<file path="config.mk">
export PLATFORM = sky130hd
export DESIGN_NAME = serial_add_ctrl
export DESIGN_NICKNAME = d
export VERILOG_FILES = /design/src/rtl/serial_add_ctrl.sv
export SDC_FILE = /design/constraint.sdc
export NUM_CORES = 1
export LEC_CHECK = 0
export CELL_PAD_IN_SITES_DETAIL_PLACEMENT = 0
export CELL_PAD_IN_SITES_GLOBAL_PLACEMENT = 1
export CORE_MARGIN = 3
export CORE_UTILIZATION = 48
export DETAILED_ROUTE_END_ITERATION = 6
export DONT_BUFFER_PORTS = 1
export PLACE_DENSITY_LB_ADDON = 0.1
export SETUP_SLACK_MARGIN = 0.02
export SYNTH_ARGS = -nofsm -noshare
export SYNTH_HDL_FRONTEND = slang
export SYNTH_HIERARCHICAL = 1
export SYNTH_SLANG_ARGS = --single-unit
</file>
<file path="constraint.sdc">
create_clock -name clk -period 1.8 [get_ports clk]
set_input_delay 0.18 -clock clk [delete_from_list [all_inputs] [get_ports clk]]
set_output_delay 0.18 -clock clk [all_outputs]
set_load 0.01 [all_outputs]
</file>
<file path="src/rtl/serial_add_ctrl.sv">
// Bit-serial adder sequencer: steps one shared full-adder cell LSB-first
// through a carry flop, returning {cout, sum} with a one-cycle done pulse.

module FullAdder (
    output logic Sout,
    output logic Cout,
    input  logic a,
    input  logic b,
    input  logic c
);
    assign Sout = a ^ b ^ c;
    assign Cout = (a & b) | (a & c) | (b & c);
endmodule

module serial_add_ctrl #(
    parameter int WIDTH = 8
) (
    input  logic             clk,
    input  logic             rst_n,
    input  logic             start,
    input  logic [WIDTH-1:0] a,
    input  logic [WIDTH-1:0] b,
    input  logic             cin,
    output logic             busy,
    output logic             done,
    output logic [WIDTH-1:0] sum,
    output logic             cout
);
    localparam int CW = (WIDTH > 1) ? $clog2(WIDTH) : 1;
    localparam logic [CW-1:0] LAST = CW'(WIDTH - 1);

    typedef enum logic [1:0] {IDLE, RUN, DONE} state_t;

    state_t           state_q, state_d;
    logic [WIDTH-1:0] a_sr_q, a_sr_d;
    logic [WIDTH-1:0] b_sr_q, b_sr_d;
    logic [WIDTH-1:0] s_sr_q, s_sr_d;
    logic [WIDTH-1:0] sum_q, sum_d;
    logic             carry_q, carry_d;
    logic             cout_q, cout_d;
    logic [CW-1:0]    cnt_q, cnt_d;

    logic             fa_s, fa_c;
    logic             last;
    logic [WIDTH-1:0] s_shift;

    FullAdder u_fa (
        .Sout (fa_s),
        .Cout (fa_c),
        .a    (a_sr_q[0]),
        .b    (b_sr_q[0]),
        .c    (carry_q)
    );

    // New sum bit enters at the MSB so the LSB lands at bit 0 after WIDTH steps.
    assign s_shift = (s_sr_q >> 1) | (WIDTH'(fa_s) << (WIDTH - 1));
    assign last    = (cnt_q == LAST);

    always_ff @(posedge clk or negedge rst_n) begin
        if (!rst_n) state_q <= IDLE;
        else        state_q <= state_d;
    end

    always_comb begin
        state_d = state_q;
        case (state_q)
            IDLE:    if (start) state_d = RUN;
            RUN:     if (last)  state_d = DONE;
            DONE:    state_d = IDLE;
            default: state_d = IDLE;
        endcase
    end

    always_comb begin
        busy = (state_q == RUN);
        done = (state_q == DONE);
    end

    always_comb begin
        a_sr_d  = a_sr_q;
        b_sr_d  = b_sr_q;
        s_sr_d  = s_sr_q;
        carry_d = carry_q;
        cnt_d   = cnt_q;
        sum_d   = sum_q;
        cout_d  = cout_q;
        if (state_q == IDLE && start) begin
            a_sr_d  = a;
            b_sr_d  = b;
            carry_d = cin;
            cnt_d   = '0;
        end else if (state_q == RUN) begin
            a_sr_d  = a_sr_q >> 1;
            b_sr_d  = b_sr_q >> 1;
            s_sr_d  = s_shift;
            carry_d = fa_c;
            cnt_d   = cnt_q + CW'(1);
            if (last) begin
                sum_d  = s_shift;
                cout_d = fa_c;
            end
        end
    end

    always_ff @(posedge clk or negedge rst_n) begin
        if (!rst_n) begin
            a_sr_q  <= '0;
            b_sr_q  <= '0;
            s_sr_q  <= '0;
            carry_q <= 1'b0;
            cnt_q   <= '0;
            sum_q   <= '0;
            cout_q  <= 1'b0;
        end else begin
            a_sr_q  <= a_sr_d;
            b_sr_q  <= b_sr_d;
            s_sr_q  <= s_sr_d;
            carry_q <= carry_d;
            cnt_q   <= cnt_d;
            sum_q   <= sum_d;
            cout_q  <= cout_d;
        end
    end

    assign sum  = sum_q;
    assign cout = cout_q;

endmodule
</file>
==> results of run 1 <==
power groups by stage:
stage	clock network, W	registers [W]	logic [W]
3_3_place_gp	0	0.00160	0.00107
3_5_place_dp	0	0.00161	0.00110
2_1_floorplan	0	0.00152	0.000988
5_1_grt	0.000795	0.00165	0.00129
4_1_cts	0.000752	0.00159	0.00113
6_report	0.000737	0.00159	0.00112
cells in the mapped netlist (all sizes together):
master,instances
inv,1
o32ai,4
buf,9
mux2,9
o21ai,2
or2,1
a32oi,2
dfrtp,38
nor3,22
nor2,18
ha,2
a22o,2
nand2,27
nand2b,2
clkbuf,1
fa,1
clkinv,2
o22ai,11
a21oi,5
registers in the layout, summed over array words and instances (netlist names):
register and flops:
a_sr_q 8, cnt_q 3, cout 1, carry_q 1, s_sr_q 7, sum 8
state_q 2, b_sr_q 8
layout make-up:
type / instances / area share (%)
Timing Repair Buffer: 8 / 4.50
Clock buffer: 5 / 1.99
Clock inverter: 3 / 3.64
Inverter: 3 / 0.927
Multi-Input combinational cell: 108 / 35.6
Sequential cell: 38 / 50.3
Tap cell: 46 / 3.04
worst register-to-register path: cells and delay by family (launching register included):
kind | cells | cell delay, ns
buffers and inverters | 1 | 0.58
and+or+nand+nor | 2 | 0.15
DFF | 1 | 0.52
AOI/OAI and AO/OA | 1 | 0.21
timing repair:
action                                 CTS  global route
setup endpoints to repair                1             0
gates resized for setup                  1             0
endpoints found under the hold margin   41             0
hold buffers                             6             0
cells in the final DEF, fill, tap and decap left out:
| cell | count |
|---|---|
| bufinv_16 | 2 |
| a21oi_1 | 5 |
| nand2b_1 | 2 |
| or2_1 | 1 |
| nand2_8 | 1 |
| buf_12 | 1 |
| nor2_1 | 18 |
| dlygate4sd3_1 | 5 |
| fa_1 | 1 |
| nand2_1 | 26 |
| ha_1 | 2 |
| o22ai_1 | 11 |
| o21ai_0 | 2 |
| clkinv_2 | 1 |
| inv_1 | 1 |
| o32ai_1 | 4 |
| clkinv_4 | 2 |
| nor3_1 | 21 |
| clkbuf_4 | 5 |
| dfrtp_1 | 38 |
| nor3_2 | 1 |
| a32oi_1 | 2 |
| buf_4 | 2 |
| mux2_4 | 9 |
| a22o_1 | 2 |
through the flow:
stage               setup slack, ns  utilization (%)  hold slack [ns]
floorplan                     0.451                -           -0.116
global placement              0.338             50.5           -0.115
detailed placement            0.354             50.5           -0.115
CTS                           0.214             55.8          0.00590
global route                  0.117             55.8          0.00309
finish                        0.209             55.8           0.0130
how the worst max path moves through the flow:
stage	endpoint	cells after the start	slack, ns
after floorplan	cout	4	0.45
final	done	2	0.21
after CTS	done	2	0.21
after global routing	done	2	0.12
after detailed placement	sum[2]	4	0.35
after global placement	cnt_q[2]	3	0.34
metal layers:
layer | global-route usage [%] | vias up
met4 | 6.74 | 0
met2 | 25.9 | 36
li1 | - | 569
met3 | 6.32 | 7
met1 | 25.6 | 584
met5 | 0 | -
cell families (layout without fill, tap and decap cells):
family                     count (synthesis)  in the layout  synth area share, %
DFF                                       38             38                 55.7
adders and majority gates                  3              3                 2.64
muxes                                      9              9                 7.92
and+or+nand+nor                           70             70                 18.7
AOI/OAI and AO/OA                         26             26                 10.2
buffers and inverters                     13             19                 4.84
==> flow_metrics.py, run 1 <==
metrics = {
    "clock_network": {
        "cts-htree-levels": 2,
        "cts_made_buffers": 5,
        "clock_tree.buffer_depth": 2,
        "postCtsSetupBuffers": 0,
        "clock-sinks": 38,
        "clk_pin_slew_ns": 0.12,
        "cts_tree": "yes",
        "insertion_delay_ns": 0.36,
        "cts_root_buf": "clkbuf_4",
    },
    "power_and_ir_drop": {
        "total_power_w": 0.00345,
        "swShare_pct": 35.1,
        "p_leak_nw": 0.864,
        "clkPwrFrac_pct": 21.4,
        "peakVddDrop_mv": 0.749,
        "power.switching_w": 0.00121,
        "share_seq_of_total_power_pct": 46.1,
        "combPwrFrac_pct": 32.5,
        "p_int_w": 0.00224,
        "power_density_nw_per_um2": 1820,
    },
    "worst_setup_path": {
        "timing.rr.end": "b_sr_q[7]",
        "cp-end-kind": "output port",
        "path_class": "register to output port",
        "slowest_delay_ns": 0.52,
        "r2r-start": "state_q[1]",
        "r2r_slack_ns": 0.24,
        "cp-start-kind": "register",
        "crit_buf_inv": 1,
        "worstPathCellList": "clkinv_2, nor2_1",
        "worstPathArrival_ns": 1.41,
        "cpLargestDelayFamily": "flip-flops",
        "cp_max_fo": 17,
        "r2r_cells": 4,
        "cp.required_ns": 1.62,
        "critPathSlowestCell": "dfrtp_1",
        "startpoint": "state_q[1]",
    },
    "cells_and_area": {
        "diodes": 0,
        "regArea_um2": 951,
        "stdcell_area_um2": 1890,
        "drive_above_1_share_pct": 14.5,
        "area_delta_synth_final_pct": 10.8,
        "multi_input_area_um2": 673,
        "fin_cells": 211,
        "fillers": 293,
        "nets": 187,
    },
    "floorplan": {
        "chipHeight_um": 65.6,
        "die_x_um": 65.6,
        "pin_count": 31,
        "die-area_um2": 4310,
        "row_count": 21,
        "core_area_um2": 3390,
        "initial_core_util_pct": 50.4,
    },
    "global_route": {
        "antenna_found_initial": 0,
        "overflow": 0,
        "grt_pass1_wl_um": 5910,
        "track_usage_pct": 18.2,
        "grt_pass1_vias": 1253,
        "grt_max_degree": 39,
    },
    "detailed_routing": {
        "routed-via-count": 1196,
        "dr_wl_met3_um": 158,
        "maxUsedRoutingLayer": "met4",
        "drtPass1Iterations": 4,
        "viasPerCell": 5.67,
        "drt_wl_total_um": 3360,
        "first_iter_violations": 64,
        "drt-met1-wl_um": 1680,
        "drc": 0,
        "antenna_left": 0,
        "wl_met2_um": 1470,
        "wire_per_inst_um": 15.9,
    },
    "timing": {
        "max_freq_mhz": 628,
        "maxSlewHeadroom_pct": 61.4,
        "final-setup-viol-count": 0,
        "worstMarginPinSlew_ns": 0.579,
        "finalCritPeriodShare_pct": 88.4,
        "slew_viol_final": 0,
        "grt_setup_unrepaired": "false",
        "layout_min_cycle_time_ns": 1.59,
        "skew_ns": 0.0167,
        "fin_tns_setup_ns": 0,
        "finalHoldViolCount": 0,
    },
    "worst_hold_path": {
        "holdPathEnd": "b_sr_q[5]",
        "hold_class": "primary input to register",
        "hold_depth": 2,
        "min-delay-start": "b[5]",
    },
    "synthesis": {
        "netlist_top_cells_area": "dfrtp_1 56%, mux2_4 7.9%, nor3_1 6.2%, nand2_1 5.7%, o22ai_1 4.0%",
        "netlist_instances": 159,
        "yosys_register_bits": 38,
        "synth_top_area_share_pct": 55.7,
        "synthesis.nets": 182,
        "synth_area_um2": 1710,
        "yosysWarnings": 6,
        "synth_cell_types": 24,
        "yosys.area.top_type": "dfrtp_1",
        "yosysSeqAreaShare_pct": 55.7,
        "synth_area_per_cell_um2": 10.7,
    },
    "job": {
        "cap_violations": 0,
    },
    "placed_design": {
        "dpl.cell_count": 197,
        "dpl-instance-area_um2": 1710,
        "place_hpwl_um": 2110,
        "port_buffers": 0,
        "gp_congestion": 0.759,
    },
    "outcome": {
        "status": "completed",
    },
}
(Power assumes the default switching activity.)
==> run 2: changes to the inputs <==
Settings changed: CORE_UTILIZATION 48 to 51.
Clock period 1.8 ns to 2 ns, I/O delays scaled along.
==> run 2 against run 1 <==
Against the previous run: flip-flop and latch count unchanged; highest routed layer unchanged; total power decreased by 18%; final cell count decreased by 1.9%.
==> flow_metrics.py, run 2 (synthesis gave the netlist of run 1 again) <==
metrics = {
    "cells_and_area": {
        "diodes": 0,
        "fin_cells": 207,
        "stdcell_area_um2": 1820,
        "final_cell_mix": "38 x dfrtp_1, 26 x nand2_1, 21 x nor3_1, 18 x nor2_1, 11 x o22ai_1",
        "nets": 185,
        "drive_above_1_share_pct": 13.5,
        "fillers": 278,
        "final_common_cell": "dfrtp_1",
        "area_delta_synth_final_pct": 6.67,
    },
    "global_route": {
        "track_usage_pct": 17.8,
        "grt_pass1_vias": 1174,
        "grt_pass1_wl_um": 5650,
        "grt_max_degree": 39,
        "overflow": 0,
        "antenna_found_initial": 0,
    },
    "detailed_routing": {
        "dr_wl_met3_um": 269,
        "drt-met1-wl_um": 1540,
        "maxUsedRoutingLayer": "met4",
        "viasPerCell": 5.53,
        "first_iter_violations": 74,
        "drc": 0,
        "routed-via-count": 1145,
        "drtPass1Iterations": 4,
        "antenna_left": 0,
        "drt_wl_total_um": 3140,
        "wl_met2_um": 1320,
        "wire_per_inst_um": 15.2,
    },
    "worst_setup_path": {
        "cp-end-kind": "output port",
        "worstPathArrival_ns": 1.54,
        "worstPathCellList": "clkinv_1, nor2_1",
        "path_class": "register to output port",
        "slowest_delay_ns": 0.42,
        "cp-start-kind": "register",
        "r2r_cells": 4,
        "cp.required_ns": 1.80,
        "cp_max_fo": 17,
        "critPathSlowestCell": "clkinv_1",
    },
    "floorplan": {
        "core_area_um2": 3130,
        "die_x_um": 63.8,
        "chipHeight_um": 63.8,
        "die-area_um2": 4080,
        "pin_count": 31,
        "initial_core_util_pct": 54.6,
        "row_count": 20,
    },
    "timing": {
        "finalCritPeriodShare_pct": 87.0,
        "worstMarginPinSlew_ns": 0.575,
        "skew_ns": 0.0117,
        "maxSlewHeadroom_pct": 61.7,
        "finalHoldViolCount": 0,
        "slew_viol_final": 0,
        "layout_setup_ws_ns": 0.260,
        "max_freq_mhz": 575,
        "fin_tns_setup_ns": 0,
        "grt_setup_unrepaired": "false",
        "layout_min_cycle_time_ns": 1.74,
        "final-setup-viol-count": 0,
    },
    "power_and_ir_drop": {
        "peakVddDrop_mv": 0.748,
        "total_power_w": 0.00283,
        "p_leak_nw": 0.838,
        "power_density_nw_per_um2": 1560,
    },
    "placed_design": {
        "port_buffers": 0,
        "dp_slack_ns": 0.585,
        "dpl-instance-area_um2": 1710,
        "dpl.cell_count": 195,
        "place_hpwl_um": 2040,
        "gp_congestion": 0.802,
    },
    "clock_network": {
        "cts_root_buf": "clkbuf_4",
        "clock-sinks": 38,
        "clock_tree.buffer_depth": 2,
        "clk_pin_slew_ns": 0.11,
        "postCtsSetupBuffers": 0,
        "cts-htree-levels": 2,
        "cts_made_buffers": 5,
        "insertion_delay_ns": 0.34,
        "ctsResizeCount": 0,
        "cts_tree": "yes",
    },
    "outcome": {
        "status": "completed",
    },
    "job": {
        "cap_violations": 0,
    },
    "worst_hold_path": {
        "hold_class": "primary input to register",
        "hold_depth": 2,
    },
}
run 2: cell types whose count changed in the layout (fill, tap and decap cells not counted):
| cell | previous run | this run |
|---|---|---|
| dlygate4sd3_1 | 5 | 3 |
| clkinv_1 | 0 | 1 |
| clkinv_4 | 2 | 1 |
| bufinv_16 | 2 | 0 |
| clkbuf_1 | 0 | 1 |
| clkbuf_8 | 0 | 1 |
run 2: per-layer routing:
metal  up-vias  track usage [%]
li1        563                -
met1       536             24.8
met2        43             25.0
met3         3             7.56
met4         0             5.66
met5         -                0
run 2: what timing repair did:
| action | 4_1_cts | 5_1_grt |
|---|---|---|
| hold buffers | 3 | 1 |
| hold endpoints to repair | 39 | 1 |
| endpoints found under the setup margin | 0 | 0 |
run 2: final cells by class:
type	instances	area, um2	area share (%)
clock inverters	1	5.00	0.275
multi-input cells	108	673	37.0
repair buffers	6	65.1	3.57
well taps	44	55.1	3.02
flip-flops and latches	38	951	52.2
clock buffers	7	55.1	3.02
inverters	3	16.3	0.893
run 2: final timing paths:
path | start | endpoint | slack (ns)
worst max-delay path | state_q[1] | done | 0.26
worst min-delay path | b[7] | b_sr_q[7] | 0.02
worst max register to register | cnt_q[0] | sum[6] | 0.55
worst min register to register | s_sr_q[1] | s_sr_q[1] | 0.49
max in group asynchronous | rst_n | a_sr_q[3] | 1.50
min in group asynchronous | rst_n | cnt_q[2] | 0.30
run 2: per-stage QoR:
step,utilization [%],hold slack [ns]
2_1_floorplan,-,-0.0956
3_3_place_gp,54.7,-0.0948
3_5_place_dp,54.7,-0.0945
4_1_cts,57.9,0.00323
5_1_grt,58.2,0.000539
6_report,58.2,0.0173
run 2: where the power goes:
part / internal, W / switching [W] / leakage, nW
Sequential: 0.00112 / 0.000292 / 0.462
Clock: 0.000170 / 0.000240 / 0.0353
Combinational: 0.000494 / 0.000513 / 0.341
run 2: worst max-delay path: cells and delay by family, from the launching register on:
kind / cells / cell delay, ns
buffers and inverters: 1 / 0.42
DFF: 1 / 0.40
and+or+nand+nor: 1 / 0.38
